--- src/rtl/bitonic_sort_ctrl_pkg.sv ---
// sort_pkg: shared vector type, controller state encoding and default sizing.
// SORT_SIZE / DATA_WIDTH macros fall back to 4 / 8 when not supplied by the build.
`ifndef SORT_SIZE
`define SORT_SIZE 4
`endif
`ifndef DATA_WIDTH
`define DATA_WIDTH 8
`endif
package sort_pkg;
    localparam int SORT_LATENCY_DEF = 3;
    localparam int OUT_DEPTH_DEF = 4;
    typedef logic [`SORT_SIZE-1:0][`DATA_WIDTH-1:0] vec_t;
    typedef enum logic [1:0] {ST_RUN, ST_DRAIN, ST_CLEAR} state_t;
endpackage

--- src/rtl/bitonic_sorter.sv ---
// bitonic_sorter: ascending bitonic compare-exchange network feeding a SORT_LATENCY-deep register pipeline.
module bitonic_sorter #(
    parameter int SORT_SIZE = `SORT_SIZE,
    parameter int DATA_WIDTH = `DATA_WIDTH,
    parameter int SORT_LATENCY = 3
) (
    input  logic                                 clk,
    input  logic [SORT_SIZE-1:0][DATA_WIDTH-1:0] data_in,
    output logic [SORT_SIZE-1:0][DATA_WIDTH-1:0] data_out
);
    logic [SORT_SIZE-1:0][DATA_WIDTH-1:0] w_net;
    logic [SORT_LATENCY-1:0][SORT_SIZE-1:0][DATA_WIDTH-1:0] r_pipe;
    // Equal elements may be exchanged; that is a no-op.
    always_comb begin
        w_net = data_in;
        for (int k = 2; k <= SORT_SIZE; k = k * 2)
            for (int j = k / 2; j > 0; j = j / 2)
                for (int i = 0; i < SORT_SIZE; i++)
                    if ((i ^ j) > i && (((i & k) == 0) == (w_net[i] > w_net[i ^ j])))
                        {w_net[i], w_net[i ^ j]} = {w_net[i ^ j], w_net[i]};
    end
    always_ff @(posedge clk) begin
        r_pipe[0] <= w_net;
        for (int i = 1; i < SORT_LATENCY; i++) r_pipe[i] <= r_pipe[i-1];
    end
    assign data_out = r_pipe[SORT_LATENCY-1];
endmodule

--- src/rtl/sort_out_fifo.sv ---
// sort_out_fifo: DEPTH-entry FIFO of sorted vectors with a single-cycle clear.
module sort_out_fifo #(
    parameter int DEPTH = 4,
    parameter int W = 32
) (
    input  logic                       clk,
    input  logic                       rst,
    input  logic                       i_clr,
    input  logic                       i_push,
    input  logic                       i_pop,
    input  logic [W-1:0]               i_data,
    output logic [W-1:0]               o_data,
    output logic [$clog2(DEPTH+1)-1:0] o_count
);
    localparam int AW = DEPTH > 1 ? $clog2(DEPTH) : 1;
    localparam int CW = $clog2(DEPTH + 1);
    logic [W-1:0] r_mem [DEPTH];
    logic [AW-1:0] r_wp, r_rp;
    logic [CW-1:0] r_cnt;
    always_ff @(posedge clk) if (i_push) r_mem[r_wp] <= i_data;
    always_ff @(posedge clk) begin
        if (rst || i_clr) begin
            r_wp <= '0;
            r_rp <= '0;
            r_cnt <= '0;
        end else begin
            if (i_push) r_wp <= r_wp == AW'(DEPTH - 1) ? '0 : r_wp + 1'b1;
            if (i_pop) r_rp <= r_rp == AW'(DEPTH - 1) ? '0 : r_rp + 1'b1;
            r_cnt <= r_cnt + CW'(i_push) - CW'(i_pop);
        end
    end
    assign o_data = r_mem[r_rp];
    assign o_count = r_cnt;
endmodule

--- src/rtl/bitonic_sort_ctrl.sv ---
// bitonic_sort_ctrl: ready/valid front end for bitonic_sorter with an output FIFO and flush handling.
// Define SORT_CTRL_STATS_EN to add the sort_count / stall_count statistics outputs.
module bitonic_sort_ctrl
    import sort_pkg::*;
#(
    parameter int SORT_SIZE = `SORT_SIZE,
    parameter int DATA_WIDTH = `DATA_WIDTH,
    parameter int SORT_LATENCY = SORT_LATENCY_DEF,
    parameter int OUT_DEPTH = OUT_DEPTH_DEF
) (
    input  logic                                 clk,
    input  logic                                 rst,
    input  logic                                 in_valid,
    output logic                                 in_ready,
    input  logic [SORT_SIZE-1:0][DATA_WIDTH-1:0] in_data,
    output logic                                 out_valid,
    input  logic                                 out_ready,
    output logic [SORT_SIZE-1:0][DATA_WIDTH-1:0] out_data,
    input  logic                                 flush
`ifdef SORT_CTRL_STATS_EN
    ,
    output logic [31:0]                          sort_count,
    output logic [31:0]                          stall_count
`endif
);
    localparam int IW = $clog2(SORT_LATENCY + 2);
    localparam int CW = $clog2(OUT_DEPTH + 1);
    localparam int SW = $clog2(OUT_DEPTH + SORT_LATENCY + 3);
    state_t r_state, w_state_nxt;
    logic r_in_ready;
    logic [SORT_LATENCY:0] r_vld;
    logic [IW-1:0] r_inflight;
    logic [SORT_SIZE-1:0][DATA_WIDTH-1:0] r_sort_in, w_sort_out;
    logic [CW-1:0] w_count;
    logic [SW-1:0] w_sum;
    logic w_acc, w_tail, w_push, w_pop;
    assign w_acc = in_valid && r_in_ready;
    assign w_tail = r_vld[SORT_LATENCY];
    assign w_push = w_tail && r_state == ST_RUN;
    assign out_valid = r_state == ST_RUN && w_count != '0;
    assign w_pop = out_valid && out_ready;
    assign in_ready = r_in_ready;
    // r_vld[0] marks the sorter input register; the tail sees the sorter output one edge after it settles.
    always_comb begin
        w_state_nxt = r_state == ST_RUN ? (flush ? ST_DRAIN : ST_RUN) :
                      r_state == ST_DRAIN ? (r_inflight == '0 ? ST_CLEAR : ST_DRAIN) : ST_RUN;
        w_sum = SW'(r_inflight) + (r_state == ST_CLEAR ? '0 : SW'(w_count)) + SW'(w_acc);
    end
    always_ff @(posedge clk) begin
        if (rst) begin
            r_state <= ST_RUN;
            r_in_ready <= 1'b0;
            r_vld <= '0;
            r_inflight <= '0;
            r_sort_in <= '0;
        end else begin
            r_state <= w_state_nxt;
            r_in_ready <= w_state_nxt == ST_RUN && w_sum < SW'(OUT_DEPTH);
            r_vld <= {r_vld[SORT_LATENCY-1:0], w_acc};
            r_inflight <= r_inflight + IW'(w_acc) - IW'(w_tail);
            if (w_acc) r_sort_in <= in_data;
        end
    end
    bitonic_sorter #(.SORT_SIZE(SORT_SIZE), .DATA_WIDTH(DATA_WIDTH), .SORT_LATENCY(SORT_LATENCY)) u_sorter (
        .clk(clk),
        .data_in(r_sort_in),
        .data_out(w_sort_out)
    );
    sort_out_fifo #(.DEPTH(OUT_DEPTH), .W(SORT_SIZE * DATA_WIDTH)) u_fifo (
        .clk(clk),
        .rst(rst),
        .i_clr(r_state == ST_CLEAR),
        .i_push(w_push),
        .i_pop(w_pop),
        .i_data(w_sort_out),
        .o_data(out_data),
        .o_count(w_count)
    );
`ifdef SORT_CTRL_STATS_EN
    logic [31:0] r_sort_cnt, r_stall_cnt;
    always_ff @(posedge clk) begin
        if (rst) begin
            r_sort_cnt <= '0;
            r_stall_cnt <= '0;
        end else begin
            if (w_pop && r_sort_cnt != '1) r_sort_cnt <= r_sort_cnt + 1'b1;
            if (in_valid && !r_in_ready && r_state == ST_RUN && r_stall_cnt != '1) r_stall_cnt <= r_stall_cnt + 1'b1;
        end
    end
    assign sort_count = r_sort_cnt;
    assign stall_count = r_stall_cnt;
`endif
endmodule

--- config.mk ---
export PLATFORM = sky130hd
export DESIGN_NAME = bitonic_sort_ctrl
export DESIGN_NICKNAME = d
export VERILOG_FILES = /design/src/rtl/bitonic_sort_ctrl_pkg.sv /design/src/rtl/bitonic_sorter.sv /design/src/rtl/sort_out_fifo.sv /design/src/rtl/bitonic_sort_ctrl.sv
export SDC_FILE = /design/constraint.sdc
export NUM_CORES = 1
export LEC_CHECK = 0
export ABC_AREA = 1
export CORE_ASPECT_RATIO = 1.4
export CORE_MARGIN = 10
export CORE_UTILIZATION = 40
export CTS_CLUSTER_DIAMETER = 100
export DETAILED_ROUTE_END_ITERATION = 12
export GPL_TIMING_DRIVEN = 0
export PLACE_DENSITY_LB_ADDON = 0.12
export SYNTH_ARGS = -nofsm -noshare
export SYNTH_HDL_FRONTEND = slang
export SYNTH_SLANG_ARGS = --single-unit
--- constraint.sdc ---
create_clock -name clk -period 13.29 [get_ports clk]
set_input_delay 1.9935 -clock clk [delete_from_list [all_inputs] [get_ports clk]]
set_output_delay 1.9935 -clock clk [all_outputs]
set_load 0.01 [all_outputs]
==> run metrics <==
cts hold-fix bufs=0; WL final=25.6 mm; # diodes=0; Initial Utilization=40.6%; via count=7814; reg2reg path depth=28; hold path depth=0; Worst-path clk slew=0.07 ns; I/O Pins=71; dominant synthesized flop cell=dfxtp_1; Final Skew=0.0245 ns; status=finished, final reports clean; Unique masters post-synth=39; max-cap violations=0; WL per Instance=16.1 µm; number of setup buffers added after CTS=0; number of global-route vias before repair=7911; DRC violations left=0; Slew @ Worst Pin=0.775 ns; Seq cells post-synth=275; # placed instances=1547; ys async rst share=0%; ANT nets after route=0; Syn. warnings=0; layout cell share with drive strength beyond 1=8.50%; Final GP Congestion=0.901; FMAX=0.172 GHz; most common cell in the netlist=dfxtp_1; largest net degree at the start of global routing=27; final hold viol count=0; top area cells in the synthesized netlist=edfxtp_1 34%, dfxtp_1 26%, ha_1 6.5%; antenna violations before repair=0; R2R setup slack=7.49 ns; cell row count=72; fin nets=1301; H-tree depth=1; Mapped Avg Cell Area=10.1 µm²; Area growth syn-to-layout=19.0%; # port buffers=70; TritonCTS clock tree=built; Hold WC Path Type=flop to flop; insertion delay to the later sink of the worst-skew pair=0.53 ns; syn_nets=1200; chip width=161 µm; CTS max path bufs=3; Pins Over Slew Limit=0; Rel. slew slack=48.3%; r2r startpoint=r_sort_in[31]; share of Yosys cell area claimed by the top area cell type=34.4%; non-filler cells, final=1593; Seq/Total Area, Yosys=60.7%; die area=0.0351 mm²; critical path's most frequent cell=nand2_1; Critical Path Fanout Max=10; slowest cell on the critical path=a32oi_1; hpwl dp=18.8 mm; Post-synth EDFFs=128; gr usage total=14.3%; first-pass GRT wire length=41.0 mm; Post-Syn Area=0.0112 mm²; cells after synthesis=1103; core area=0.0276 mm²; DR iter-0 viols=376; final setup fails=0; fin crit share=43.7%; WHS Endpoint=u_sorter.data_out[18]; Hold Startpoint=u_sorter.r_pipe[50]; Via density=4.91; Period minus WS final=5.80 ns; Sink Count=275; grt total ovfl=0; TNS Setup=0 ns; Post-synth top cells=147 x dfxtp_1, 141 x nand2_1, 128 x edfxtp_1, 123 x o21ai_0, 104 x nor2_1; drt first pass iters=5; die height=218 µm; R2R Path End=u_sorter.r_pipe[0]; Synth area leader=edfxtp_1; TritonCTS Buffers=25; RSZ-0062 raised after global routing=false; Worst EP arrival=6.21 ns; kind of critical path=flop to flop; CTS root buf=clkbuf_16; critical path's largest stage delay=0.58 ns; CP Data Required Time=13.70 ns; Crit. End Element=flop; Critical Path Start Type=flop; CTS resizes=0
-- cells by family after synthesis --
logic type / after synthesis / synth area share, %
AO/OA/AOI/OAI: 230 / 11.2
AND/OR/NAND/NOR: 403 / 16.3
flip-flops: 275 / 60.7
XOR/XNOR: 2 / 0.157
buffers and inverters: 133 / 4.79
adder cells (fa/ha/maj): 60 / 6.85
-- worst max-delay path by stage --
stage / start / endpoint / depth (start not counted)
3_5_place_dp: r_sort_in[31] / u_sorter.r_pipe[0] / 28
2_1_floorplan: r_sort_in[31] / u_sorter.r_pipe[14] / 28
4_1_cts: r_sort_in[31] / u_sorter.r_pipe[0] / 28
5_1_grt: r_sort_in[31] / u_sorter.r_pipe[1] / 28
6_report: r_sort_in[31] / u_sorter.r_pipe[0] / 28
3_3_place_gp: r_sort_in[31] / u_sorter.r_pipe[0] / 28
-- critical path: cells and delay by family (launching register included) --
kind                     cells  cell delay [ns]
AO/OA/AOI/OAI                5             1.45
buffers and inverters        6             1.37
AND/OR/NAND/NOR             14             1.57
flip-flops                   1             0.33
adder cells (fa/ha/maj)      3             0.95
-- per-stage QoR --
step | utilization [%] | hold WS [ns] | setup slack (ns) | instance area, µm²
after floorplan | - | 0.310 | 8.71 | 11200
after global placement | 44.8 | 0.311 | 7.48 | 12300
after detailed placement | 45.2 | 0.312 | 7.47 | 12500
after CTS | 48.3 | 0.322 | 7.46 | 13300
after global routing | 48.3 | 0.327 | 6.87 | 13300
final | 48.3 | 0.318 | 7.49 | 13300
-- sequential cells by signal, indices dropped and copies added (netlist names), named ones only --
| register | flops |
|---|---|
| r_sort_in | 32 |
| r_state | 2 |
| in_ready | 1 |
| u_fifo.r_rp | 2 |
| u_sorter.r_pipe | 64 |
| r_inflight | 3 |
| u_sorter.data_out | 32 |
| u_fifo.r_wp | 2 |
| u_fifo.r_mem | 128 |
| u_fifo.o_count | 3 |
| r_vld | 4 |
-- metal layers --
metal  global-route usage, %  up-vias  part of all wire [%]
met4                    4.77        0                   3.0
met5                       0        -                     0
li1                        -     3994                     -
met2                    26.4      151                    52
met1                    16.6     3622                    42
met3                    2.04       47                   3.9
-- layout by cell type (no fill, tap or decap), types with 8 or more instances in the layout --
cell / n
edfxtp_1: 128
and2_1: 16
nand3_1: 102
inv_1: 84
clkdlybuf4s50_1: 70
o22ai_1: 32
dfxtp_1: 147
nand2_2: 28
clkbuf_16: 26
nand2_1: 141
ha_1: 58
clkbuf_1: 34
buf_2: 8
o21ai_0: 123
nor2_1: 100
a21oi_1: 52
-- final cells by class --
class | instances | area (µm²)
Multi-Input combinational cell | 695 | 3890
Timing Repair Buffer | 74 | 781
Tap cell | 370 | 463
Buffer | 45 | 205
Fill cell | 2671 | 14300
Clock inverter | 15 | 166
Sequential cell | 275 | 6790
Inverter | 88 | 330
Clock buffer | 31 | 689
Power is left out: the tool's default activity adds up to more than one toggle a clock period on the data nets, which glitch-free logic cannot reach.
